<file path="config.mk">
export PLATFORM = sky130hd
export DESIGN_NAME = psram_req_queue
export DESIGN_NICKNAME = d
export VERILOG_FILES = /design/src/rtl/psram_pkg.sv /design/src/rtl/psram_req_fifo.sv /design/src/rtl/psram_req_queue.sv
export SDC_FILE = /design/constraint.sdc
export NUM_CORES = 1
export LEC_CHECK = 0
export ABC_AREA = 1
export ABC_CLOCK_PERIOD_IN_PS = 6170
export BUFFER_PORTS_ARGS = -buffer_cell sky130_fd_sc_hd__buf_4
export CAP_MARGIN = 20
export CORE_ASPECT_RATIO = 1.25
export CORE_MARGIN = 4
export CORE_UTILIZATION = 55
export CTS_CLUSTER_SIZE = 25
export DETAILED_ROUTE_END_ITERATION = 7
export GPL_ROUTABILITY_DRIVEN = 0
export HOLD_SLACK_MARGIN = 0.06
export PLACE_DENSITY = 0.88
export SETUP_SLACK_MARGIN = 0.3
export SLEW_MARGIN = 20
export SYNTH_ARGS = -nofsm -noshare
export SYNTH_HDL_FRONTEND = slang
export SYNTH_SLANG_ARGS = --single-unit
</file>
<file path="constraint.sdc">
create_clock -name clk -period 6.17 [get_ports clk]
set_clock_uncertainty 0.15 [all_clocks]
set_input_delay 0.617 -clock clk [delete_from_list [all_inputs] [get_ports clk]]
set_output_delay 0.617 -clock clk [all_outputs]
set_load 0.01 [all_outputs]
</file>
<file path="src/rtl/psram_pkg.sv">
// Shared types for the PSRAM request path: sequencer states and the queued request word.
package psram_pkg;

  localparam int unsigned PSRAM_ADDR_W = 22;
  localparam int unsigned PSRAM_DATA_W = 16;

  typedef enum logic [1:0] {
    IDLE,
    WR_WAIT,
    RD_WAIT
  } psram_state_t;

  typedef struct packed {
    logic                    write;
    logic                    bank;
    logic [PSRAM_ADDR_W-1:0] addr;
    logic [PSRAM_DATA_W-1:0] data;
  } psram_req_t;

endpackage

</file>
<file path="src/rtl/psram_req_fifo.sv">
// Synchronous request FIFO; pointers carry one extra wrap bit to separate full from empty.
module psram_req_fifo
  import psram_pkg::*;
#(
  parameter int unsigned DEPTH = 4
) (
  input  logic                     clk,
  input  logic                     reset_n,
  input  logic                     push,
  input  psram_req_t               push_data,
  input  logic                     pop,
  output psram_req_t               head,
  output logic                     full,
  output logic                     empty,
  output logic [$clog2(DEPTH):0]   count
);

  localparam int unsigned AW = $clog2(DEPTH);
  localparam int unsigned CW = AW + 1;
  localparam logic [AW:0] PTR_ONE = {{AW{1'b0}}, 1'b1};

  psram_req_t  mem [DEPTH];
  logic [AW:0] wr_ptr;
  logic [AW:0] rd_ptr;
  logic        do_push;
  logic        do_pop;

  assign count   = wr_ptr - rd_ptr;
  assign full    = (count == CW'(DEPTH));
  assign empty   = (wr_ptr == rd_ptr);
  assign do_push = push && !full;
  assign do_pop  = pop && !empty;
  assign head    = mem[rd_ptr[AW-1:0]];

  always_ff @(posedge clk) begin
    if (!reset_n) begin
      wr_ptr <= '0;
      rd_ptr <= '0;
    end else begin
      if (do_push) wr_ptr <= wr_ptr + PTR_ONE;
      if (do_pop)  rd_ptr <= rd_ptr + PTR_ONE;
    end
  end

  // Storage needs no reset: an entry is only visible once wr_ptr has moved past it.
  always_ff @(posedge clk) begin
    if (do_push) mem[wr_ptr[AW-1:0]] <= push_data;
  end

endmodule

</file>
<file path="src/rtl/psram_req_queue.sv">
// Buffers client requests and issues them to the psram controller one at a time,
// pacing writes with a fixed holdoff and turning each read into exactly one response.
module psram_req_queue
  import psram_pkg::*;
#(
  parameter int unsigned DEPTH         = 4,
  parameter int unsigned WRITE_HOLDOFF = 8,
  parameter int unsigned READ_TIMEOUT  = 16
) (
  input  logic                    clk,
  input  logic                    reset_n,
  input  logic                    req_valid,
  output logic                    req_ready,
  input  logic                    req_write,
  input  logic                    req_bank,
  input  logic [PSRAM_ADDR_W-1:0] req_addr,
  input  logic [PSRAM_DATA_W-1:0] req_data,
  output logic                    rsp_valid,
  output logic [PSRAM_DATA_W-1:0] rsp_data,
  output logic                    psram_bank_sel,
  output logic [PSRAM_ADDR_W-1:0] psram_addr,
  output logic [PSRAM_DATA_W-1:0] psram_data_in,
  output logic                    psram_write_en,
  output logic                    psram_read_en,
  input  logic                    psram_read_avail,
  input  logic [PSRAM_DATA_W-1:0] psram_data_out,
  output logic                    busy,
  output logic                    timeout_err
);

  localparam int unsigned CNT_MAX = (WRITE_HOLDOFF > READ_TIMEOUT) ? WRITE_HOLDOFF : READ_TIMEOUT;
  localparam int unsigned CNT_W   = $clog2(CNT_MAX + 1);
  localparam int unsigned CW      = $clog2(DEPTH) + 1;
  localparam logic [CNT_W-1:0] CNT_ONE = CNT_W'(1);

  psram_state_t     state;
  logic [CNT_W-1:0] cnt;
  logic             avail_q;
  logic             read_rise;
  logic             full;
  logic             empty;
  logic             push;
  logic             pop;
  logic [CW-1:0]    count;
  psram_req_t       push_req;
  psram_req_t       head;

  assign req_ready = !full;
  assign push      = req_valid && req_ready;
  assign pop       = (state == IDLE) && !empty;
  assign push_req  = '{write: req_write, bank: req_bank, addr: req_addr, data: req_data};
  assign busy      = (state != IDLE) || (count != '0);
  // A level left high by the previous read must not complete the current one.
  assign read_rise = psram_read_avail && !avail_q;

  psram_req_fifo #(
    .DEPTH(DEPTH)
  ) u_fifo (
    .clk      (clk),
    .reset_n  (reset_n),
    .push     (push),
    .push_data(push_req),
    .pop      (pop),
    .head     (head),
    .full     (full),
    .empty    (empty),
    .count    (count)
  );

  always_ff @(posedge clk) begin
    if (!reset_n) begin
      state          <= IDLE;
      cnt            <= '0;
      avail_q        <= 1'b0;
      rsp_valid      <= 1'b0;
      rsp_data       <= '0;
      psram_bank_sel <= 1'b0;
      psram_addr     <= '0;
      psram_data_in  <= '0;
      psram_write_en <= 1'b0;
      psram_read_en  <= 1'b0;
      timeout_err    <= 1'b0;
    end else begin
      avail_q        <= psram_read_avail;
      rsp_valid      <= 1'b0;
      psram_write_en <= 1'b0;
      psram_read_en  <= 1'b0;
      unique case (state)
        IDLE: begin
          if (!empty) begin
            psram_bank_sel <= head.bank;
            psram_addr     <= head.addr;
            psram_data_in  <= head.data;
            if (head.write) begin
              psram_write_en <= 1'b1;
              cnt            <= CNT_W'(WRITE_HOLDOFF);
              state          <= WR_WAIT;
            end else begin
              psram_read_en <= 1'b1;
              cnt           <= CNT_W'(READ_TIMEOUT);
              state         <= RD_WAIT;
            end
          end
        end
        WR_WAIT: begin
          if (cnt == CNT_ONE) state <= IDLE;
          else                cnt   <= cnt - CNT_ONE;
        end
        RD_WAIT: begin
          if (read_rise) begin
            rsp_data  <= psram_data_out;
            rsp_valid <= 1'b1;
            state     <= IDLE;
          end else if (cnt == CNT_ONE) begin
            timeout_err <= 1'b1;
            rsp_data    <= '0;
            rsp_valid   <= 1'b1;
            state       <= IDLE;
          end else begin
            cnt <= cnt - CNT_ONE;
          end
        end
        default: state <= IDLE;
      endcase
    end
  end

endmodule

</file>
### Word level (Yosys, flattened, before mapping)

Memories as Yosys holds them, arrays and structs flattened. A register that Yosys moved wholly into a read port is not among the register bits.
Index checks and enable logic that the tools add are counted.

* memory bits (writable): 160
* latch bits: 0
* bits in read-only memories: 0
* memories: 1
* word-level logic and storage cells: 69
* output and inout bits: 61
* bits in registers: 73

Memory list
* u_fifo.mem: depth 4, width 40, read ports 1, clocked after Yosys merged registers in 1, write ports 1, RTL line psram_req_fifo.sv:22 `psram_req_t mem [DEPTH];`

* div/mod/pow operators: 0
* magnitude comparators: 0
* multipliers: 0
* equality and inequality tests: 7
* shifts and indexed selects: 0
* $add $sub $neg: 4
* reductions and logical operators: 20
* bitwise operators: 4
* muxes and demuxes: 20

Operators with widths (count)
* 16-bit two-way mux: 2
* 5-bit two-way mux: 4
* 5-bit case mux with 3 select lines: 1
* 2-bit two-way mux: 6
* 3-bit by 1-bit adder with 3-bit output, second input constant: 2
* 1-bit two-way mux: 6
* 2-bit case mux with 3 select lines: 1
* 2-bit AND reduction: 3
* 3-bit AND reduction: 2
* 3-bit nonzero test: 2
* 5-bit by 1-bit == test with 1-bit output, second input constant: 1
* 1-bit logical AND: 5
* 5-bit by 1-bit subtractor with 5-bit output, second input constant: 1
* 2-bit != test, second input constant: 2
* 1-bit inverter: 4
* 2-bit nonzero test: 2
* 3-bit == test: 1
* 3-bit == test, second input constant: 1
* 1-bit zero test: 3
* 3-bit OR reduction: 1
* 3-bit subtractor: 1
* 2-bit by 1-bit == test with 1-bit output, second input constant: 1
* 2-bit == test, second input constant: 1
* 2-bit zero test: 1
* 1-bit logical OR: 1

### Longest topological paths before layout

* word-level depth: 7
* depth in mapped cells: 11
* mapped depth without buffers: 11

### By module

A second synthesis with hierarchy kept.

* cell total of the unflattened synthesis: 800
* area total of the unflattened synthesis: 9036.2 µm²

Modules (own cells, without submodules)
* psram_req_fifo: cells an instance 461, area each 6416.2 µm², instances 1
* psram_req_queue: cells an instance 339, area each 2620.0 µm², instances 1

### Worst setup path after synthesis

Ideal clock, no wire load.

* kind: flip-flop to flip-flop
* start: register u_fifo.wr_ptr[0]
* end: memory u_fifo.mem[0][0] (netlist bit), enable pin
* stages on the path, launching flop included: 8
* path slack: 2726 ps
* clock period less this slack: 3444 ps
* setup time: 437 ps
* arrival time: 2856 ps
* cell sequence: dfxtp_1 > inv_1 > ha_1 > nand2_1 > inv_1 > nand3_2 > nand2_2 > nor2_1

* word-level cells in the longest chain between the ends: 7

RTL lines
* from (decl): RTL line psram_req_fifo.sv:23 `logic [AW:0] wr_ptr;`
* from (signal assigned): RTL line psram_req_fifo.sv:40 `if (do_push) wr_ptr <= wr_ptr + PTR_ONE;`
* 3-bit subtractor (*): RTL line psram_req_fifo.sv:28 `assign count = wr_ptr - rd_ptr;`
* 3-bit == test (*): RTL line psram_req_fifo.sv:29 `assign full = (count == CW'(DEPTH));`
* 1-bit zero test (*): RTL line psram_req_queue.sv:48 `assign req_ready = !full;`
* named net req_ready: RTL line psram_req_queue.sv:13 `output logic req_ready,`
* 1-bit logical AND: RTL line psram_req_queue.sv:49 `assign push = req_valid && req_ready;`
* 1-bit logical AND (*): RTL line psram_req_fifo.sv:31 `assign do_push = push && !full;`
* 1-bit two-way mux (*): RTL line psram_req_fifo.sv:47 `if (do_push) mem[wr_ptr[AW-1:0]] <= push_data;`
* 1-bit two-way mux (implied by the code) (*): RTL line psram_req_fifo.sv:47
* to (decl): RTL line psram_req_fifo.sv:22

The timed path passes the listed nets; every way through them passes the cells marked *.

### Worst setup path after layout

* start: register u_fifo.wr_ptr[0]
* end: output port req_ready

* word-level cells in the longest chain between the ends: 3

RTL lines (RTL line)
* 3-bit subtractor: psram_req_fifo.sv:28
* 3-bit == test: psram_req_fifo.sv:29
* 1-bit zero test: psram_req_queue.sv:48
* to (decl): psram_req_queue.sv:13

Every way passes these cells.

==> impl_metrics.ini <==
[synth]
ys.flop_type = edfxtp_1
synth_compound_area_frac = 0.1157
synth_top_family_by_area = simple AND/OR/NAND/NOR gates
yosysWarnings = 0
yosysTopAreaCell = edfxtp_1
ys_types = 30
synth_edf_count = 160
synthTopCellsByArea = edfxtp_1 (54%), dfxtp_1 (17%), nor2_1 (7.3%), o21ai_0 (6.4%), nand2_1 (3.4%)
synthCells = 796
synthMuxAreaShare = 0
synth_area_um2 = 8962
yosysTopAreaCellShare = 0.5361
synth_simple_gate_area_frac = 0.1233
async_flop_share = 0
synthesis.nets = 869
synthXorXnorAreaFrac = 0.001954
seq_area_frac_synth = 0.7036
synth_fa_ha_area_frac = 0.01815
avgSynthCellArea_um2 = 11.26
synth-seq-cells = 235

[global_route]
grt_pass1_vias = 6326
grt.overflow.total = 0
grt_usage = 0.2174
antenna_found_initial = 0
grt_pass1_wl_um = 31340
grt_max_degree = 81

[power]
p_sw_mw = 1.866
swShare = 0.3516
clkPwrFrac = 0.251
cellPowerDensity_nw_per_um2 = 490.4
power.internal_mw = 3.440
irDropWorstVdd_mv = 0.3026
p_comb_frac = 0.335
seq_power_share = 0.414
static-leakage-power_nw = 4.119

[die]
die_area_um2 = 18410
die_w_um = 122.2
fp.dieH_um = 150.7
rows = 51
core_area_um2 = 15760
initial_utilization = 0.5686
ios = 121

[timing]
relSlewSlack = 0.4684
min_period_ns = 2.667
max_freq_mhz = 375.0
setup_viol = 0
period_share = 0.4322
slew_viol_final = 0
tns_ns = 0
hold_viol_final = 0
worstMarginPinSlew_ns = 0.7974
rsz0062_at_grt = no

[critical_path]
path_depth = 6
crit_chain = inv_1, ha_1, nand2_1, inv_1, nand3_2, buf_4
worstSetupPathType = flip-flop to output port
reg2reg_setup_slack_ns = 3.64
required_ns = 5.40
crit_fanout = 5
end_kind = output port
crit_buf_inv = 3
reg2reg_to = u_fifo.mem[0][21]
worstPathArrival_ns = 1.90
r2r-start = u_fifo.wr_ptr[0]
endpoint = req_ready
cpMostUsedCell = inv_1
cp_slowest_stage_delay_ns = 0.40
crit_path_start = u_fifo.wr_ptr[0]
start_kind = flip-flop
critPathSlowestCell = dfxtp_1
reg2reg_depth = 8
path_delay_family = buffers and inverters

[cts]
cts_tree = done
cts_root_buf = clkbuf_16
numCtsBuffers = 22
cts_resized = 0
cts_setup_buffers = 0
insertion_delay_ns = 0.51
clock_path_buffers = 3
clkTransAtPathRegs_ns = 0.07
cts_hold_buf = 0
cts_sinks = 235
h-tree-depth = 1

[status]
run_status = finished, final reports clean

[routing]
drt-met1-wl_um = 7661
wl_per_cell_um = 17.93
top_layer = met4
drt_iter0_markers = 575
drcViolationCount = 0
viasPerCell = 5.673
ant_nets = 0
firstDrtPassIters = 7
wl_met2_um = 10500
drt-total-wl_um = 20370
wl_met3_um = 1490
vias = 6445

[placed_design]
portBuffers = 120
post-dp-hpwl_um = 11770
place_area_um2 = 10040

[final_layout]
drive_above_1_share = 0.2013
nFillCells = 1059
final_cell_mix = nor2_1 (171), edfxtp_1 (160), buf_4 (125), o21ai_0 (115), nand2_1 (80)
nNetsFinal = 981
diodes = 0
final_common_cell = nor2_1
area_delta_synth_final_pct = 20.72
design_area_um2 = 10820

[min_path]
holdCritPathClass = input port to flip-flop

[flow_run]
drv_cap = 0
-- synth_stat cells, types with 2 or more instances --
cell type  instances
nor2_1           175
edfxtp_1         160
o21ai_0          115
nand2_1           80
dfxtp_1           75
o22ai_1           39
inv_1             29
a21oi_1           26
clkbuf_1          21
ha_1              13
nand3_1           12
buf_2             11
buf_4              8
o21ai_1            8
inv_2              4
nand4_1            3
a21oi_4            2
nand2_2            2
nand3_2            2
-- logic make-up after synthesis --
family / count (synthesis)
AND/OR/NAND/NOR: 279
flip-flops: 235
AO/OA/AOI/OAI: 192
buffers and inverters: 75
adder cells (fa/ha/maj): 13
XOR/XNOR: 2
-- layout make-up --
class                   count  area [µm²]  share of cell area
clock buffers              28       614.3             0.05678
well taps                 212       265.3             0.02452
repair buffers            130        1044             0.09645
clock inverters            12       103.9            0.009599
inverters                  33       123.9             0.01145
multi-input cells         486        2360              0.2181
flip-flops and latches    235        6309              0.5831
-- worst register-to-register path, cell delays in order, from the launching register on --
cell,delay (ns)
dfxtp_1,0.40
inv_1,0.11
ha_1,0.28
nand2_1,0.16
inv_1,0.12
nand3_2,0.14
nand2_2,0.17
nor2_4,0.11
buf_4,0.52
-- sequential cells by signal, summed over array words and instances (netlist names), named ones only --
signal          flops
u_fifo.rd_ptr       3
cnt                 5
rsp_data           16
timeout_err         1
u_fifo.wr_ptr       3
u_fifo.mem        160
rsp_valid           1
psram_write_en      1
avail_q             1
psram_addr         22
state               2
psram_read_en       1
psram_bank_sel      1
psram_data_in      16
-- through the flow --
stage	setup slack, ns	total power, mW	cells	hold WS, ns	utilization
final	3.503	5.306	1136	0.1509	0.6864
after global routing	3.431	5.598	1136	0.1408	0.6864
after CTS	3.440	5.243	1133	0.1353	0.6828
after detailed placement	3.388	3.894	1093	0.3044	0.6372
after global placement	3.693	3.773	1091	0.3001	0.6342
after floorplan	2.726	3.309	796	0.3130	-
-- worst min path at each step --
stage | startpoint | depth (start not counted) | end | slack, ns
2_1_floorplan | u_fifo.rd_ptr[0] | 1 | flip-flop | 0.31
3_3_place_gp | rsp_data[0] | 2 | rsp_data[0] | 0.30
3_5_place_dp | rsp_data[13] | 2 | rsp_data[13] | 0.30
4_1_cts | req_addr[18] | 1 | u_fifo.mem[0][34] | 0.14
5_1_grt | req_addr[18] | 1 | u_fifo.mem[0][34] | 0.14
6_report | req_addr[18] | 1 | u_fifo.mem[0][34] | 0.15
-- per-layer routing --
metal / up-vias / GRT usage
met5: - / 0
met1: 3057 / 0.2511
li1: 2998 / -
met2: 332 / 0.3863
met3: 58 / 0.03833
met4: 0 / 0.1109
-- power groups by stage --
stage	registers [mW]	logic, mW	clock network (mW)
finish	2.20	1.78	1.33
global route	2.22	1.97	1.41
CTS	2.19	1.70	1.35
detailed placement	2.22	1.67	0
global placement	2.21	1.57	0
floorplan	2.23	1.08	0
No activity file was read; power rests on OpenSTA's default activity.
